<file path="config.mk">
export PLATFORM = sky130hd
export DESIGN_NAME = distribute
export DESIGN_NICKNAME = d
export VERILOG_FILES = /design/src/rtl/distribute.sv
export SDC_FILE = /design/constraint.sdc
export NUM_CORES = 1
export LEC_CHECK = 0
export CAP_MARGIN = 20
export CORE_MARGIN = 1
export CORE_UTILIZATION = 35
export DETAILED_ROUTE_END_ITERATION = 16
export GPL_ROUTABILITY_DRIVEN = 0
export PLACE_DENSITY = 0.77
export REMOVE_ABC_BUFFERS = 1
export SLEW_MARGIN = 15
export SYNTH_ARGS = -nofsm -noshare
export SYNTH_HDL_FRONTEND = slang
export SYNTH_SLANG_ARGS = --single-unit
</file>
<file path="constraint.sdc">
create_clock -name clk -period 2.4 [get_ports clk]
set_clock_uncertainty 0.1 [all_clocks]
set_input_delay 0.24 -clock clk [delete_from_list [all_inputs] [get_ports clk]]
set_output_delay 0.24 -clock clk [all_outputs]
set_load 0.03 [all_outputs]
</file>
<file path="src/rtl/distribute.sv">
// distribute: one-entry demux joining a data stream with a destination-index stream,
// with a once-per-round lane mask. Optional round auto-clear: DISTRIBUTE_AUTOCLR_EN.

module distribute_lane #(
  parameter int I    = 1,
  parameter int LANE = 0
) (
  input  logic         clk,
  input  logic         rst,
  input  logic         i_val,
  input  logic [I-1:0] i_idx,
  input  logic [I-1:0] i_sel,
  input  logic         i_load,
  input  logic         i_clr,
  output logic         o_stb,
  output logic         o_mask
);
  logic w_hit, w_set, r_mask;

  assign w_hit  = (i_idx == I'(LANE));
  assign w_set  = i_load & (i_sel == I'(LANE));
  assign o_stb  = i_val & w_hit;
  assign o_mask = r_mask;

  // A same-cycle acceptance wins over a round clear for this lane.
  always_ff @(posedge clk or negedge rst)
    if (!rst)        r_mask <= 1'b0;
    else if (w_set)  r_mask <= 1'b1;
    else if (i_clr)  r_mask <= 1'b0;
endmodule

module distribute #(
  parameter  int W = 16,
  parameter  int N = 2,
  localparam int I = $clog2(N)
) (
  input  logic           clk,
  input  logic           rst,
  input  logic           clr,
  input  logic           s_stb,
  input  logic [W-1:0]   s_dat,
  output logic           s_rdy,
  input  logic           n_stb,
  input  logic [I-1:0]   n_dat,
  output logic           n_rdy,
  output logic [N-1:0]   m_stb,
  output logic [N*W-1:0] m_dat,
  input  logic [N-1:0]   m_rdy,
  output logic [N-1:0]   mask,
  output logic           err,
  output logic           done
);
  localparam int NP = 1 << I;

  logic          r_val, r_err, r_done;
  logic [I-1:0]  r_idx;
  logic [W-1:0]  r_dat;
  logic [N-1:0]  w_mask;
  logic [NP-1:0] w_mask_p, w_rdy_p;
  logic          w_oor, w_drain, w_space, w_ok, w_acc, w_load, w_aclr, w_clr;

  // Pad to the full index range so an out-of-range index never selects past the vector.
  assign w_mask_p = NP'(w_mask);
  assign w_rdy_p  = NP'(m_rdy);

  assign w_oor   = (int'(n_dat) >= N);
  assign w_drain = r_val & w_rdy_p[r_idx];
  assign w_space = ~r_val | w_drain;
  assign w_ok    = w_oor | ~w_mask_p[n_dat];
  assign w_acc   = s_stb & n_stb & w_space & w_ok;
  assign w_load  = w_acc & ~w_oor;
  assign s_rdy   = rst & n_stb & w_space & w_ok;
  assign n_rdy   = rst & s_stb & w_space & w_ok;

`ifdef DISTRIBUTE_AUTOCLR_EN
  assign w_aclr = (&w_mask) & w_space;
`else
  assign w_aclr = 1'b0;
`endif
  assign w_clr = clr | w_aclr;

  for (genvar g = 0; g < N; g++) begin : g_lane
    distribute_lane #(.I(I), .LANE(g)) u_lane (
      .clk    (clk),
      .rst    (rst),
      .i_val  (r_val),
      .i_idx  (r_idx),
      .i_sel  (n_dat),
      .i_load (w_load),
      .i_clr  (w_clr),
      .o_stb  (m_stb[g]),
      .o_mask (w_mask[g])
    );
  end

  assign mask  = w_mask;
  assign m_dat = {N{r_dat}};
  assign err   = r_err;
  assign done  = r_done;

  // Every acceptance implies a free slot, so the else branch covers both a plain
  // drain and a dropped out-of-range word.
  always_ff @(posedge clk or negedge rst)
    if (!rst) begin
      r_val  <= 1'b0;
      r_idx  <= '0;
      r_dat  <= '0;
      r_err  <= 1'b0;
      r_done <= 1'b0;
    end else begin
      r_err  <= w_acc & w_oor;
      r_done <= w_aclr;
      if (w_load) begin
        r_val <= 1'b1;
        r_idx <= n_dat;
        r_dat <= s_dat;
      end else if (w_space) begin
        r_val <= 1'b0;
      end
    end
endmodule

</file>
; ---- Yosys cells after proc, flatten, opt, wreduce, memory -nomap -nowiden
; Index checks and enable logic that the tools add are counted.
[word_totals]
inputBits = 24
out_inout_bits = 40
ff_bits = 20
elab_cells = 38
[classes]
magnitude_cmp = 2
reduce_logical = 3
n_bitwise = 19
muxes = 9
[op_table]
columns = cell, n
row1 = $and A1 B1 Y1, 14
row2 = $mux W1, 9
row3 = $reduce_bool A2 Y1, 3
row4 = $lt A1 B2 Y1 const B, 2
row5 = $not A1 Y1, 4
row6 = $or A1 B1 Y1, 1

; ---- Depth between registers and ports, before layout
[logic_depth]
word_depth = 8
mapped_depth = 4
mapped_depth_nobuf = 3

; ---- Modules after synthesis
; Synthesis repeated with hierarchy kept, for this count alone.
[unflattened]
cells_unflattened = 74
hier_area_um2 = 1018.5
[modules_own_cells]
columns = mod, seq_area_each_um2, n_inst, area_per_inst_um2, cells_per_inst
row1 = distribute, 450.4, 1, 919.6, 64
row2 = distribute_lane (g_lane[0].u_lane), 25.0, 1, 51.3, 5
row3 = distribute_lane (g_lane[1].u_lane), 25.0, 1, 47.5, 5

; ---- Worst setup path after synthesis
; No wires, ideal clock.
[synth_path]
path_type = register to register
from = reg g_lane[0].u_lane.r_mask
to = reg r_dat[0]
required_time_ns = 2.175
path_buffers = 1
t_arrival_ns = 1.554
period_less_slack_ns = 1.779
setup_ns = 0.125
path_stages_with_launch = 5
slack_ns = 0.621
path_cell_list = dfrtp_1 mux2_4 a211oi_4 buf_6 mux2_2
[synth_via]
elab_chain_len = 4
[synth_rtl]
columns = item, line_no
row1 = "start, declared", 18  ; logic w_hit, w_set, r_mask;
row2 = "start signal, assigned", 27  ; if (!rst) r_mask <= 1'b0;
row3 = "start signal, assigned", 28  ; else if (w_set) r_mask <= 1'b1;
row4 = "start signal, assigned", 29  ; else if (i_clr) r_mask <= 1'b0;
row5 = $mux W1 (not written as such) (2 in series), 69  ; assign w_ok = w_oor | ~w_mask_p[n_dat];
row6 = $not A1 Y1, 69
row7 = $and A1 B1 Y1, 70  ; assign w_acc = s_stb & n_stb & w_space & w_ok;
row8 = "end signal, assigned", 116  ; r_dat <= s_dat;
row9 = "end, declared", 57  ; logic [W-1:0] r_dat;
; No other way between the ends. The select of a mux whose other input is x is not followed.
; A chain may end at the register's enable or synchronous reset.

; ---- Final worst setup path
[layout_path]
from = reg r_idx
to = out s_rdy
[layout_via]
elab_chain_len = 6
[layout_rtl]
columns = item, line_no
row1 = "start, declared", 56  ; logic [I-1:0] r_idx;
row2 = "start signal, assigned", 115  ; r_idx <= n_dat;
row3 = $mux W1 (not written as such) (2 in series), 67  ; assign w_drain = r_val & w_rdy_p[r_idx];
row4 = $and A1 B1 Y1, 67
row5 = $or A1 B1 Y1, 68  ; assign w_space = ~r_val | w_drain;
row6 = $and A1 B1 Y1 (2 in series), 72  ; assign s_rdy = rst & n_stb & w_space & w_ok;
row7 = "end, declared", 42  ; output logic s_rdy,
; No other way between the ends. The select of a mux whose other input is x is not followed.

==> impl_metrics.toml <==
[outcome]
status = "finished, final reports clean"

[floorplan]
io_pins = 64
die_area_um2 = 3190
rows = 19
fp.dieW_um = 56.5
fp.dieH_um = 56.5
core_area_um2 = 2780
start_util_pct = 37.3

[yosys]
avgSynthCellArea_um2 = 12.5
synthSimpleGateAreaFrac_pct = 6.51
synth.top_cell.area_share_pct = 48.2
synth-xor-area-share_pct = 0
synth_top_family_by_area = "multiplexers"
yosys-top-cells-area = "dfrtp_1 48%, mux2_2 17%, buf_4 16%"
yosysUniqueCellTypes = 19
synth_mux_area_share_pct = 20.7
synthesis.area_um2 = 1040
yosys.area_share.adder_pct = 0
synth_seq_cells = 20
synth_compound_area_share_pct = 6.51
ys_seq_area_share_pct = 48.2
yosysTopAreaCell = "dfrtp_1"
netlist_instances = 83
ys_warn_count = 0

[setup_path]
cp_slowest_cell = "dfrtp_1"
cp_max_fo = 4
critical-path-max-stage-delay_ns = 0.41
crit_path_cell_trace = "mux2i_1 -> nand2_1 -> and4_1 -> buf_4"
path_delay_family = "flip-flops"
critical_path.startpoint_type = "flop"
cp-end-kind = "output pin"
cp_num_buf_inv = 1
path_class = "flop to output pin"
required_ns = 2.06
arrival_ns = 1.67

[finish]
nets = 153
drive_above_1_share_pct = 19.7
synthToLayoutAreaGrowth_pct = 50.2
fin_util_pct = 56.1
antennaDiodeCount = 0

[timing]
finalCritPeriodShare_pct = 83.7
rsz0062_at_grt = "no"
hold_violations = 0
period_minus_slack_ns = 2.01
setup-tns-final_ns = 0
setup_violations = 0
max_freq_ghz = 0.498
drv_slew = 0

[pwr]
peakVddDrop_v = 0.000672
leakage_nw = 0.647
p_per_area_nw_per_um2 = 925

[place]
dp_hpwl_um = 1770
io_buffers = 61

[clock_tree]
cts_tree = "built"
cts-resized-gates = 0
post_cts_buffers = 0
cts_max_level = 1
hold_buffers = 0
clock_path_buffers = 2
clk-insertion-delay-late_ns = 0.29
cts_buffers = 3
path_clk_slew_ns = 0.10
clockRootBuffer = "clkbuf_4"
cts_sinks = 20

[detailed_routing]
routed_via_density = 4.82
drt-pass1-iter-count = 3
vias = 761
drc = 0
wirelength_um = 2230
wl_per_cell_um = 14.1
drt-initial-drc-count = 7
ant_nets = 0

[global_route]
grt_max_degree = 21
antenna_found_initial = 0
track_usage_pct = 15.1
overflow = 0
grt_pass1_wl_um = 3750
grt_pass1_vias = 821

[job]
maxCapViolations = 0

[hold_path]
hold_class = "input pin to async pin"
## worst reg2reg max path: stages (launching register included)
cell and delay [ns]:
dfrtp_1 0.45, mux2_4 0.31, a211oi_4 0.25, buf_12 0.19, mux2_2 0.35
## stage by stage
step                setup slack (ns)  hold slack [ns]  cells  area (um2)  power [mW]
floorplan                      0.390           -0.156     61         866       0.911
global placement               0.257            0.419    155        1540        1.29
detailed placement             0.218            0.421    155        1540        1.30
CTS                            0.373            0.270    158        1560        1.46
global route                   0.223            0.283    158        1560        1.51
finish                         0.392            0.263    158        1560        1.44
## sequential cells by signal (all words and copies together) (netlist names)
register / cells
g_lane.u_lane.o_mask: 2
r_val: 1
r_dat: 16
r_idx: 1
## routing by layer
metal  vias up  global-route usage, %  wire (um)
li1        348                      -          -
met1       367                   17.8        840
met2        42                   24.2       1120
met3         4                   5.76        229
met4         0                   7.32         40
met5         -                      0          0
## synth_stat cells
cell type  number
o21ai_0         2
and4_1          2
mux2i_1         2
mux2_2         16
inv_1           2
dfrtp_1        20
conb_1          1
o2bb2ai_1       1
mux2_4          1
and2_1          1
nor3_1          1
nor2b_1         5
a2111o_1        1
buf_4          22
nand2_1         2
buf_6           1
o31ai_1         1
a41o_1          1
a211oi_4        1
## power by group
group / switching [mW] / internal (mW) / total (mW)
Sequential: 0.0701 / 0.417 / 0.487
Combinational: 0.439 / 0.368 / 0.807
Clock: 0.0912 / 0.0583 / 0.149
## cell families after synthesis
logic type,Yosys count
DFF,20
AOI/OAI and AO/OA,7
other,1
buffers and inverters,25
and+or+nand+nor,11
muxes,19
## path summary, 6_finish.rpt
check	cells past startpoint	slack, ns	from	endpoint
max reg2reg	4	0.65	g_lane[0].u_lane.o_mask	r_dat[3]
min	2	0.26	rst	r_val
min reg2reg	1	0.44	r_dat[4]	r_dat[4]
max in group asynchronous	2	1.73	rst	r_dat[15]
max	4	0.39	r_idx	s_rdy
min in group clk	1	0.44	r_dat[4]	r_dat[4]
## layout by cell type, fill, tap and decap left out, drive strengths merged, types with 2 or more instances in the layout
| cell type | netlist | routed |
|---|---|---|
| and4 | 2 | 2 |
| buf | 23 | 4 |
| clkbuf | 0 | 3 |
| clkdlybuf4s50 | 0 | 59 |
| conb | 1 | 2 |
| dfrtp | 20 | 20 |
| inv | 2 | 2 |
| mux2 | 17 | 17 |
| mux2i | 2 | 2 |
| nand2 | 2 | 2 |
| nor2b | 5 | 5 |
| o21ai | 2 | 2 |
## area by class of cell
cell class / instances / area [um2]
fillers: 248 / 1220
multi-input cells: 39 / 358
flip-flops and latches: 20 / 500
repair buffers: 63 / 633
well taps: 31 / 38.8
inverters: 2 / 7.51
clock buffers: 3 / 22.5
Power figures use the tool's default switching activity.
